### src/rtl/alu_pkg.sv
// Shared opcode, FSM state and status-flag definitions for the ALU sequencer
// and its register file.
package alu_pkg;

  typedef enum logic [3:0] {
    OP_LOAD = 4'd0,
    OP_ADD  = 4'd1,
    OP_ADC  = 4'd2,
    OP_SUB  = 4'd3,
    OP_INC  = 4'd4,
    OP_DEC  = 4'd5,
    OP_AND  = 4'd6,
    OP_XOR  = 4'd7,
    OP_ROL  = 4'd8,
    OP_ROR  = 4'd9
  } alu_op_e;

  localparam logic [3:0] OP_LAST = 4'd9;

  typedef enum logic [1:0] {
    ST_IDLE = 2'd0,
    ST_EXEC = 2'd1,
    ST_RESP = 2'd2
  } seq_state_e;

  // out_flags = {error, carry, zero, parity}
  localparam int FLAG_PAR   = 0;
  localparam int FLAG_ZERO  = 1;
  localparam int FLAG_CARRY = 2;
  localparam int FLAG_ERR   = 3;

endpackage

### src/rtl/alu_sequencer_if.sv
// Command request and result response channels of the ALU sequencer.
interface alu_sequencer_if #(
  parameter int BUS = 8
) ();
  logic           in_valid;
  logic           in_ready;
  logic [3:0]     in_op;
  logic [1:0]     in_dst;
  logic [1:0]     in_srca;
  logic [1:0]     in_srcb;
  logic [BUS-1:0] in_imm;
  logic           out_valid;
  logic           out_ready;
  logic [BUS-1:0] out_data;
  logic [3:0]     out_flags;

  modport master (
    output in_valid, in_op, in_dst, in_srca, in_srcb, in_imm, out_ready,
    input  in_ready, out_valid, out_data, out_flags
  );

  modport slave (
    input  in_valid, in_op, in_dst, in_srca, in_srcb, in_imm, out_ready,
    output in_ready, out_valid, out_data, out_flags
  );
endinterface

### src/rtl/alu_regfile.sv
// Register file: two combinational read ports, one synchronous write port,
// synchronous clear that takes priority over the write.
module alu_regfile #(
  parameter int BUS  = 8,
  parameter int NREG = 4
) (
  input  logic                    clk,
  input  logic                    clr,
  input  logic                    we,
  input  logic [$clog2(NREG)-1:0] wa,
  input  logic [BUS-1:0]          wd,
  input  logic [$clog2(NREG)-1:0] ra,
  input  logic [$clog2(NREG)-1:0] rb,
  output logic [BUS-1:0]          rd_a,
  output logic [BUS-1:0]          rd_b
);
  logic [BUS-1:0] mem [NREG];

  always_ff @(posedge clk) begin
    if (clr) begin
      for (int i = 0; i < NREG; i++) mem[i] <= '0;
    end else if (we) begin
      mem[wa] <= wd;
    end
  end

  assign rd_a = mem[ra];
  assign rd_b = mem[rb];
endmodule

### src/rtl/alu_sequencer.sv
// Single-outstanding command sequencer: IDLE accepts, EXEC drives the external
// ALU and commits, RESP holds the result until the consumer takes it.
module alu_sequencer
  import alu_pkg::*;
#(
  parameter int BUS  = 8,
  parameter int NREG = 4
) (
  input  logic           clk,
  input  logic           rst_n,
  alu_sequencer_if.slave bus,
  output logic [BUS-1:0] alu_a,
  output logic [BUS-1:0] alu_b,
  output logic [3:0]     alu_op,
  output logic           alu_carry_in,
  input  logic [BUS-1:0] alu_y,
  input  logic           alu_carry_out,
  input  logic           alu_borrow,
  input  logic           alu_zero,
  input  logic           alu_parity,
  input  logic           alu_invalid
);
  seq_state_e     state;
  logic [3:0]     op_p0;
  logic [1:0]     dst_p0, srca_p0, srcb_p0;
  logic [BUS-1:0] imm_p0;
  logic           c_flag;

  logic [BUS-1:0] rd_a, rd_b;
  logic           in_exec, is_load, is_err, wr_en, c_next;
  logic [BUS-1:0] res_data;
  logic [3:0]     res_flags;

  function automatic logic parity(input logic [BUS-1:0] v);
    return ^v;
  endfunction

  assign in_exec      = (state == ST_EXEC);
  assign bus.in_ready = rst_n && (state == ST_IDLE);
  assign alu_a        = in_exec ? rd_a  : '0;
  assign alu_b        = in_exec ? rd_b  : '0;
  assign alu_op       = in_exec ? op_p0 : 4'd0;
  assign alu_carry_in = c_flag;

  // EXEC: build the response and carry update from the latched command
  always_comb begin
    is_load   = (op_p0 == OP_LOAD);
    is_err    = !is_load && ((op_p0 > OP_LAST) || alu_invalid);
    c_next    = c_flag;
    res_data  = '0;
    res_flags = '0;
    if (is_load) begin
      res_data             = imm_p0;
      res_flags[FLAG_ZERO] = (imm_p0 == '0);
      res_flags[FLAG_PAR]  = parity(imm_p0);
    end else if (is_err) begin
      res_flags[FLAG_ERR] = 1'b1;
    end else begin
      res_data             = alu_y;
      res_flags[FLAG_ZERO] = alu_zero;
      res_flags[FLAG_PAR]  = alu_parity;
      case (op_p0)
        OP_ADC, OP_INC: c_next = alu_carry_out;
        OP_DEC:         c_next = alu_borrow;
        default:        c_next = c_flag;
      endcase
    end
    res_flags[FLAG_CARRY] = c_next;
  end

  assign wr_en = in_exec && !is_err;

  // Reads are combinational from the current contents, so a source equal to
  // dst sees the old value; clear on reset overrides an in-flight write.
  alu_regfile #(.BUS(BUS), .NREG(NREG)) u_regfile (
    .clk  (clk),
    .clr  (!rst_n),
    .we   (wr_en),
    .wa   (dst_p0),
    .wd   (res_data),
    .ra   (srca_p0),
    .rb   (srcb_p0),
    .rd_a (rd_a),
    .rd_b (rd_b)
  );

  always_ff @(posedge clk) begin
    if (!rst_n) begin
      state         <= ST_IDLE;
      op_p0         <= '0;
      dst_p0        <= '0;
      srca_p0       <= '0;
      srcb_p0       <= '0;
      imm_p0        <= '0;
      c_flag        <= 1'b0;
      bus.out_valid <= 1'b0;
      bus.out_data  <= '0;
      bus.out_flags <= '0;
    end else begin
      case (state)
        ST_IDLE: begin
          if (bus.in_valid) begin
            op_p0   <= bus.in_op;
            dst_p0  <= bus.in_dst;
            srca_p0 <= bus.in_srca;
            srcb_p0 <= bus.in_srcb;
            imm_p0  <= bus.in_imm;
            state   <= ST_EXEC;
          end
        end
        ST_EXEC: begin
          bus.out_data  <= res_data;
          bus.out_flags <= res_flags;
          c_flag        <= c_next;
          bus.out_valid <= 1'b1;
          state         <= ST_RESP;
        end
        ST_RESP: begin
          if (bus.out_ready) begin
            bus.out_valid <= 1'b0;
            state         <= ST_IDLE;
          end
        end
        default: state <= ST_IDLE;
      endcase
    end
  end
endmodule

### src/flat_wrapper.sv
// flat-port wrapper written by rule: the top's interface ports become plain ports
module alu_sequencer_flat import alu_pkg::*;
#(
  parameter int BUS  = 8,
  parameter int NREG = 4
)
  (clk, rst_n, alu_a, alu_b, alu_op, alu_carry_in, alu_y, alu_carry_out, alu_borrow, alu_zero, alu_parity, alu_invalid, bus_in_valid, bus_in_op, bus_in_dst, bus_in_srca, bus_in_srcb, bus_in_imm, bus_out_ready, bus_in_ready, bus_out_valid, bus_out_data, bus_out_flags);
  alu_sequencer_if #(.BUS(BUS)) bus_i ();
  input  logic clk;
  input  logic rst_n;
  output logic [BUS-1:0] alu_a;
  output logic [BUS-1:0] alu_b;
  output logic [3:0] alu_op;
  output logic alu_carry_in;
  input  logic [BUS-1:0] alu_y;
  input  logic alu_carry_out;
  input  logic alu_borrow;
  input  logic alu_zero;
  input  logic alu_parity;
  input  logic alu_invalid;
  input wire logic [$bits(bus_i.in_valid)-1:0] bus_in_valid;
  input wire logic [$bits(bus_i.in_op)-1:0] bus_in_op;
  input wire logic [$bits(bus_i.in_dst)-1:0] bus_in_dst;
  input wire logic [$bits(bus_i.in_srca)-1:0] bus_in_srca;
  input wire logic [$bits(bus_i.in_srcb)-1:0] bus_in_srcb;
  input wire logic [$bits(bus_i.in_imm)-1:0] bus_in_imm;
  input wire logic [$bits(bus_i.out_ready)-1:0] bus_out_ready;
  output wire logic [$bits(bus_i.in_ready)-1:0] bus_in_ready;
  output wire logic [$bits(bus_i.out_valid)-1:0] bus_out_valid;
  output wire logic [$bits(bus_i.out_data)-1:0] bus_out_data;
  output wire logic [$bits(bus_i.out_flags)-1:0] bus_out_flags;
  assign bus_i.in_valid = bus_in_valid;
  assign bus_i.in_op = bus_in_op;
  assign bus_i.in_dst = bus_in_dst;
  assign bus_i.in_srca = bus_in_srca;
  assign bus_i.in_srcb = bus_in_srcb;
  assign bus_i.in_imm = bus_in_imm;
  assign bus_i.out_ready = bus_out_ready;
  assign bus_in_ready = bus_i.in_ready;
  assign bus_out_valid = bus_i.out_valid;
  assign bus_out_data = bus_i.out_data;
  assign bus_out_flags = bus_i.out_flags;
  alu_sequencer #(.BUS(BUS), .NREG(NREG)) u_core (.clk(clk), .rst_n(rst_n), .bus(bus_i), .alu_a(alu_a), .alu_b(alu_b), .alu_op(alu_op), .alu_carry_in(alu_carry_in), .alu_y(alu_y), .alu_carry_out(alu_carry_out), .alu_borrow(alu_borrow), .alu_zero(alu_zero), .alu_parity(alu_parity), .alu_invalid(alu_invalid));
endmodule
### config.mk
export PLATFORM = sky130hd
export DESIGN_NAME = alu_sequencer_flat
export DESIGN_NICKNAME = d
export VERILOG_FILES = /design/src/rtl/alu_pkg.sv /design/src/rtl/alu_sequencer_if.sv /design/src/rtl/alu_regfile.sv /design/src/rtl/alu_sequencer.sv /design/src/flat_wrapper.sv
export SDC_FILE = /design/constraint.sdc
export NUM_CORES = 1
export LEC_CHECK = 0
export ABC_CLOCK_PERIOD_IN_PS = 3400
export CORE_MARGIN = 2
export CORE_UTILIZATION = 40
export DETAILED_ROUTE_END_ITERATION = 10
export GPL_ROUTABILITY_DRIVEN = 0
export GPL_TIMING_DRIVEN = 0
export HOLD_SLACK_MARGIN = 0.15
export PLACE_DENSITY = 0.66
export SYNTH_ARGS = -nofsm -noshare
export SYNTH_HDL_FRONTEND = slang
export SYNTH_SLANG_ARGS = --single-unit
### constraint.sdc
create_clock -name clk -period 3.4 [get_ports clk]
set_input_delay 0.68 -clock clk [delete_from_list [all_inputs] [get_ports clk]]
set_output_delay 0.68 -clock clk [all_outputs]
set_load 0.05 [all_outputs]
# ---- After elaboration in Yosys (flattened, before gate mapping)
# Memory sizes are Yosys's and may differ from the RTL's. A register that Yosys moved wholly into a read port is not among the register bits.
# Index checks and enable logic that the tools add are counted.
dict set report totals {
  in_bits 35
  word_cells 63
  regBits 34
  mem_count 1
  output_inout_bits 35
  ramBits 32
}
dict set report op_classes {
  n_reduce_logical 16
  n_lt_le_gt_ge 1
  n_eq_ne 7
  muxes 28
}
# name words width read_ports rd_clocked_by_memory_dff write_ports line_no
set memory_table {}
lappend memory_table {u_core.u_regfile.mem 4 8 2 2 4 alu_regfile.sv:17} ;# logic [BUS-1:0] mem [NREG];
# cell n
set op_table {}
lappend op_table {{$mux W8} 5}
lappend op_table {{$mux W2} 9}
lappend op_table {{$mux W1} 10}
lappend op_table {{$eq A4 B3 Y1 const B} 2}
lappend op_table {{$logic_not A8 Y1} 1}
lappend op_table {{$reduce_or A8 Y1} 1}
lappend op_table {{$reduce_xor A8 Y1} 1}
lappend op_table {{$pmux W2 S3} 1}
lappend op_table {{$reduce_and A2 Y1} 3}
lappend op_table {{$eq A4 B2 Y1 const B} 1}
lappend op_table {{$gt A4 B4 Y1 const B} 1}
lappend op_table {{$logic_not A4 Y1} 1}
lappend op_table {{$mux W4} 1}
lappend op_table {{$ne A2 B2 Y1 const B} 2}
lappend op_table {{$pmux W1 S2} 2}
lappend op_table {{$logic_and A1 B1 Y1} 3}
lappend op_table {{$eq A2 B1 Y1 const B} 1}
lappend op_table {{$eq A2 B2 Y1 const B} 1}
lappend op_table {{$logic_not A1 Y1} 2}
lappend op_table {{$logic_not A2 Y1} 1}
lappend op_table {{$reduce_bool A2 Y1} 1}
lappend op_table {{$reduce_or A2 Y1} 1}
lappend op_table {{$logic_or A1 B1 Y1} 1}

# ---- Longest topological paths before layout
dict set report logic_depth {
  word_depth 10
  depth_mapped 6
  depth_no_buf 6
}

# ---- Hierarchy
# Synthesis repeated with hierarchy kept, for this count alone.
dict set report hier_totals {
  cells_unflattened 299
  hier_area_um2 3320.7
}
# mod area_each_um2 n_inst cells_per_inst
set by_module_without_submodules {}
lappend by_module_without_submodules {alu_regfile 1671.6 1 94}
lappend by_module_without_submodules {alu_sequencer 1649.1 1 205}

# ---- Least setup slack after synthesis
# Ideal clock, no wire load.
dict set report synth_timing {
  kind {input to register}
  from {input alu_invalid}
  to {memory u_core.u_regfile.mem[0][0] (enable)}
  n_path_buf 0
  arrival_time_ns 1.980
  slack_ns 1.033
  path_stages 4
  required_time_ns 3.013
  path_cell_list {o21a_1 -> o31ai_2 -> nand2_1 -> o31ai_1}
}
# element line_no
set synth_lines {}
lappend synth_lines {{start: declaration} flat_wrapper.sv:20} ;# input logic alu_invalid;
lappend synth_lines {{end: declaration} alu_regfile.sv:17}

# ---- Worst setup path in the final report
dict set report layout_timing {
  from {register u_core.state[0]}
  to {output alu_b[4]}
}
dict set report layout_between {
  elab_chain_cells 2
}
# element line_no
set layout_rtl {}
lappend layout_rtl {{start: declaration} alu_sequencer.sv:23} ;# seq_state_e state;
lappend layout_rtl {{start signal: assignment} alu_sequencer.sv:89} ;# state <= ST_IDLE;
lappend layout_rtl {{start signal: assignment} alu_sequencer.sv:108} ;# state <= ST_EXEC;
lappend layout_rtl {{start signal: assignment} alu_sequencer.sv:116} ;# state <= ST_RESP;
lappend layout_rtl {{$eq A2 B1 Y1} alu_sequencer.sv:38} ;# assign in_exec = (state == ST_EXEC);
lappend layout_rtl {{$mux W8} alu_sequencer.sv:41} ;# assign alu_b = in_exec ? rd_b : '0;
lappend layout_rtl {{end: declaration} flat_wrapper.sv:12} ;# output logic [BUS-1:0] alu_b;
# No other way between the ends.

==> metrics.yaml <==
synthCells: 304
fin_crit_sh: 0.939
ir_worst_vdd_uv: 218
pin_count: 70
finalHoldViolCount: 0
port_buffers: 69
final_area_mm2: 0.00432
dp_hpwl_um: 5610
holdWs_ns: 0.474
finClkSkew_ns: 0.00891
antenna_found_initial: 0
crit_arrival_ns: 2.51
ys_top_cells_by_count: "43 x nand2_1, 37 x dfxtp_1, 36 x nor2_1"
postCtsHoldBufs: 0
cp-end-kind: "output pin"
globalRoute.totalOverflow: 0
clock_sinks: 69
finalWorstSetupSlack_ns: 0.208
async_reset_ff_frac: 0
max_freq_ghz: 0.313
leakage_nw: 1.70
cp-start-kind: "register"
worstSetupPathType: "reg -> out"
initial_core_util: 0.419
syn_nets: 343
final.min_clock_period_ns: 3.19
yosysWarnings: 0
outcome: "complete, no violations"
wirelength_um: 7690
grt_usage: 0.184
yosysSeqAreaShare: 0.520
drtIter0Drc: 144
vias: 2521
ctsLongestPathBuffers: 2
grt_max_degree: 14
setup_violations: 0
rsz0062_at_grt: "false"
cts_buffers: 9
synth_top_area_cell: "edfxtp_1"
synth_top_area_share: 0.294
cts_root_buf: "clkbuf_8"
grt_pass1_vias: 2432
cap_violations: 0
clkTransAtPathRegs_ns: 0.08
post_dp_cell_area_mm2: 0.00409
slew_headroom: 0.134
htreeDepth: 3
ys_ff_latch: 69
cts_tree: "built"
synth.distinct_cells: 37
hp-class: "reg -> reg"
final_nets: 423
wl_per_cell_um: 15.7
cts_setup_buffers: 0
vias_per_cell: 5.13
finish.utilization: 0.553
die_h_um: 94.4
row_count: 32
worstSkewPairLatency_ns: 0.34
layout-drive-gt1-share: 0.113
cts_resized: 0
die_x_um: 94.4
syn_area_mm2: 0.00327
p_per_area_mw_per_mm2: 456
crit_required_ns: 2.72
dieArea_mm2: 0.00892
drt-pass1-iter-count: 4
n_antenna_cell: 0
fillers: 696
synthTopCellsByArea: "edfxtp_1 29%, dfxtp_1 23%, mux4_2 11%"
post-place-ws_ns: -0.0828
worstMarginPinSlew_ns: 1.29
syn_to_final_growth_pct: 32.1
core_area_mm2: 0.00781
ant_nets: 0
maxSlewViolCount: 0
synth_flop_cell: "dfxtp_1"
synth.most_common_cell: "nand2_1"
syn_avg_cell_area_um2: 10.8
grt_pass1_wl_um: 12200
route.detailed.drc: 0
cp_max_fo: 10
synth_edf_count: 32
==> final cells by class <==
type                            instances  area (µm²)  area share
Clock inverter                          7        75.1      0.0174
Multi-Input combinational cell        207        1460       0.337
Inverter                               10        37.5     0.00869
Clock buffer                            9         124      0.0287
Buffer                                 16        68.8      0.0159
Tap cell                              102         128      0.0295
Timing Repair Buffer                   71         728       0.169
Sequential cell                        69        1700       0.394
==> registers in the layout, summed over array words and instances, names as in the netlist, 4 cells and up, named ones only <==
register and cells:
u_core.u_regfile.mem 32, u_core.bus.out_flags 4, u_core.imm_p0 8, u_core.bus.out_data 8
u_core.op_p0 4
==> routing by layer <==
| layer | up-vias | track usage | wire length [µm] |
|---|---|---|---|
| met5 | - | 0 | 0 |
| met4 | 0 | 0.0652 | 103 |
| met3 | 9 | 0.0271 | 393 |
| met2 | 79 | 0.312 | 3860 |
| met1 | 1202 | 0.240 | 3330 |
| li1 | 1231 | - | - |
==> final timing paths <==
path	start	end	slack (ns)	cells past startpoint
setup / recovery	u_core.state[0]	alu_b[4]	0.21	5
hold / removal	u_core.srca_p0[1]	register	0.47	2
setup reg to reg	u_core.op_p0[0]	u_core.u_regfile.mem[1][5]	0.69	4
hold reg to reg	u_core.srca_p0[1]	register	0.47	2
==> power by group <==
group	internal [W]	switching, W	leakage [nW]	total, W
Sequential	0.000912	0.0000360	0.635	0.000948
Combinational	0.000152	0.000197	0.961	0.000350
Clock	0.000342	0.000328	0.104	0.000671
Total	0.00141	0.000562	1.70	0.00197
==> critical path: stages (launching register included) <==
cell	delay, ns
dfxtp_1	0.44
nor2b_1	0.16
clkbuf_1	0.31
clkbuf_2	0.31
and2_1	0.16
clkdlybuf4s50_1	0.79
==> layout by cell type, fill, tap and decap left out, types with 2 or more instances in the layout <==
cell,Yosys,layout
nor2b_1,3,3
o21a_1,3,3
o21ai_0,14,14
clkbuf_1,13,9
a221oi_1,2,2
a21boi_0,18,18
nor2_1,36,36
nand2b_1,4,4
inv_1,10,10
clkbuf_2,0,2
mux2i_1,9,9
nand2_1,43,43
ha_1,4,4
buf_2,2,3
clkinv_4,0,3
and2_1,23,23
nor3_1,2,2
mux4_2,16,16
buf_1,2,2
clkdlybuf4s50_1,0,59
clkinv_2,0,2
clkbuf_8,0,9
edfxtp_1,32,32
dlymetal6s2s_1,0,10
dfxtp_1,37,37
buf_4,1,2
o31ai_1,2,2
nand3_1,12,12
xnor2_1,2,2
==> per-stage QoR <==
| step | instances | total power (W) | TNS [ns] |
|---|---|---|---|
| floorplan | 304 | 0.00118 | 0 |
| detailed placement | 476 | 0.00132 | -0.698 |
| finish | 491 | 0.00197 | 0 |
| CTS | 492 | 0.00198 | 0 |
| global route | 491 | 0.00205 | 0 |
| global placement | 475 | 0.00131 | -0.420 |
==> logic make-up (layout without fill, tap and decap cells) <==
kind of cell | count (synthesis) | after routing | share of synthesized area
AO/OA/AOI/OAI | 43 | 43 | 0.0910
flip-flops | 69 | 69 | 0.520
adder cells (fa/ha/maj) | 4 | 4 | 0.0153
buffers and inverters | 28 | 113 | 0.0341
multiplexers | 26 | 26 | 0.141
AND/OR/NAND/NOR | 131 | 131 | 0.190
XOR/XNOR | 3 | 3 | 0.00804
Power figures use the tool's default switching activity.
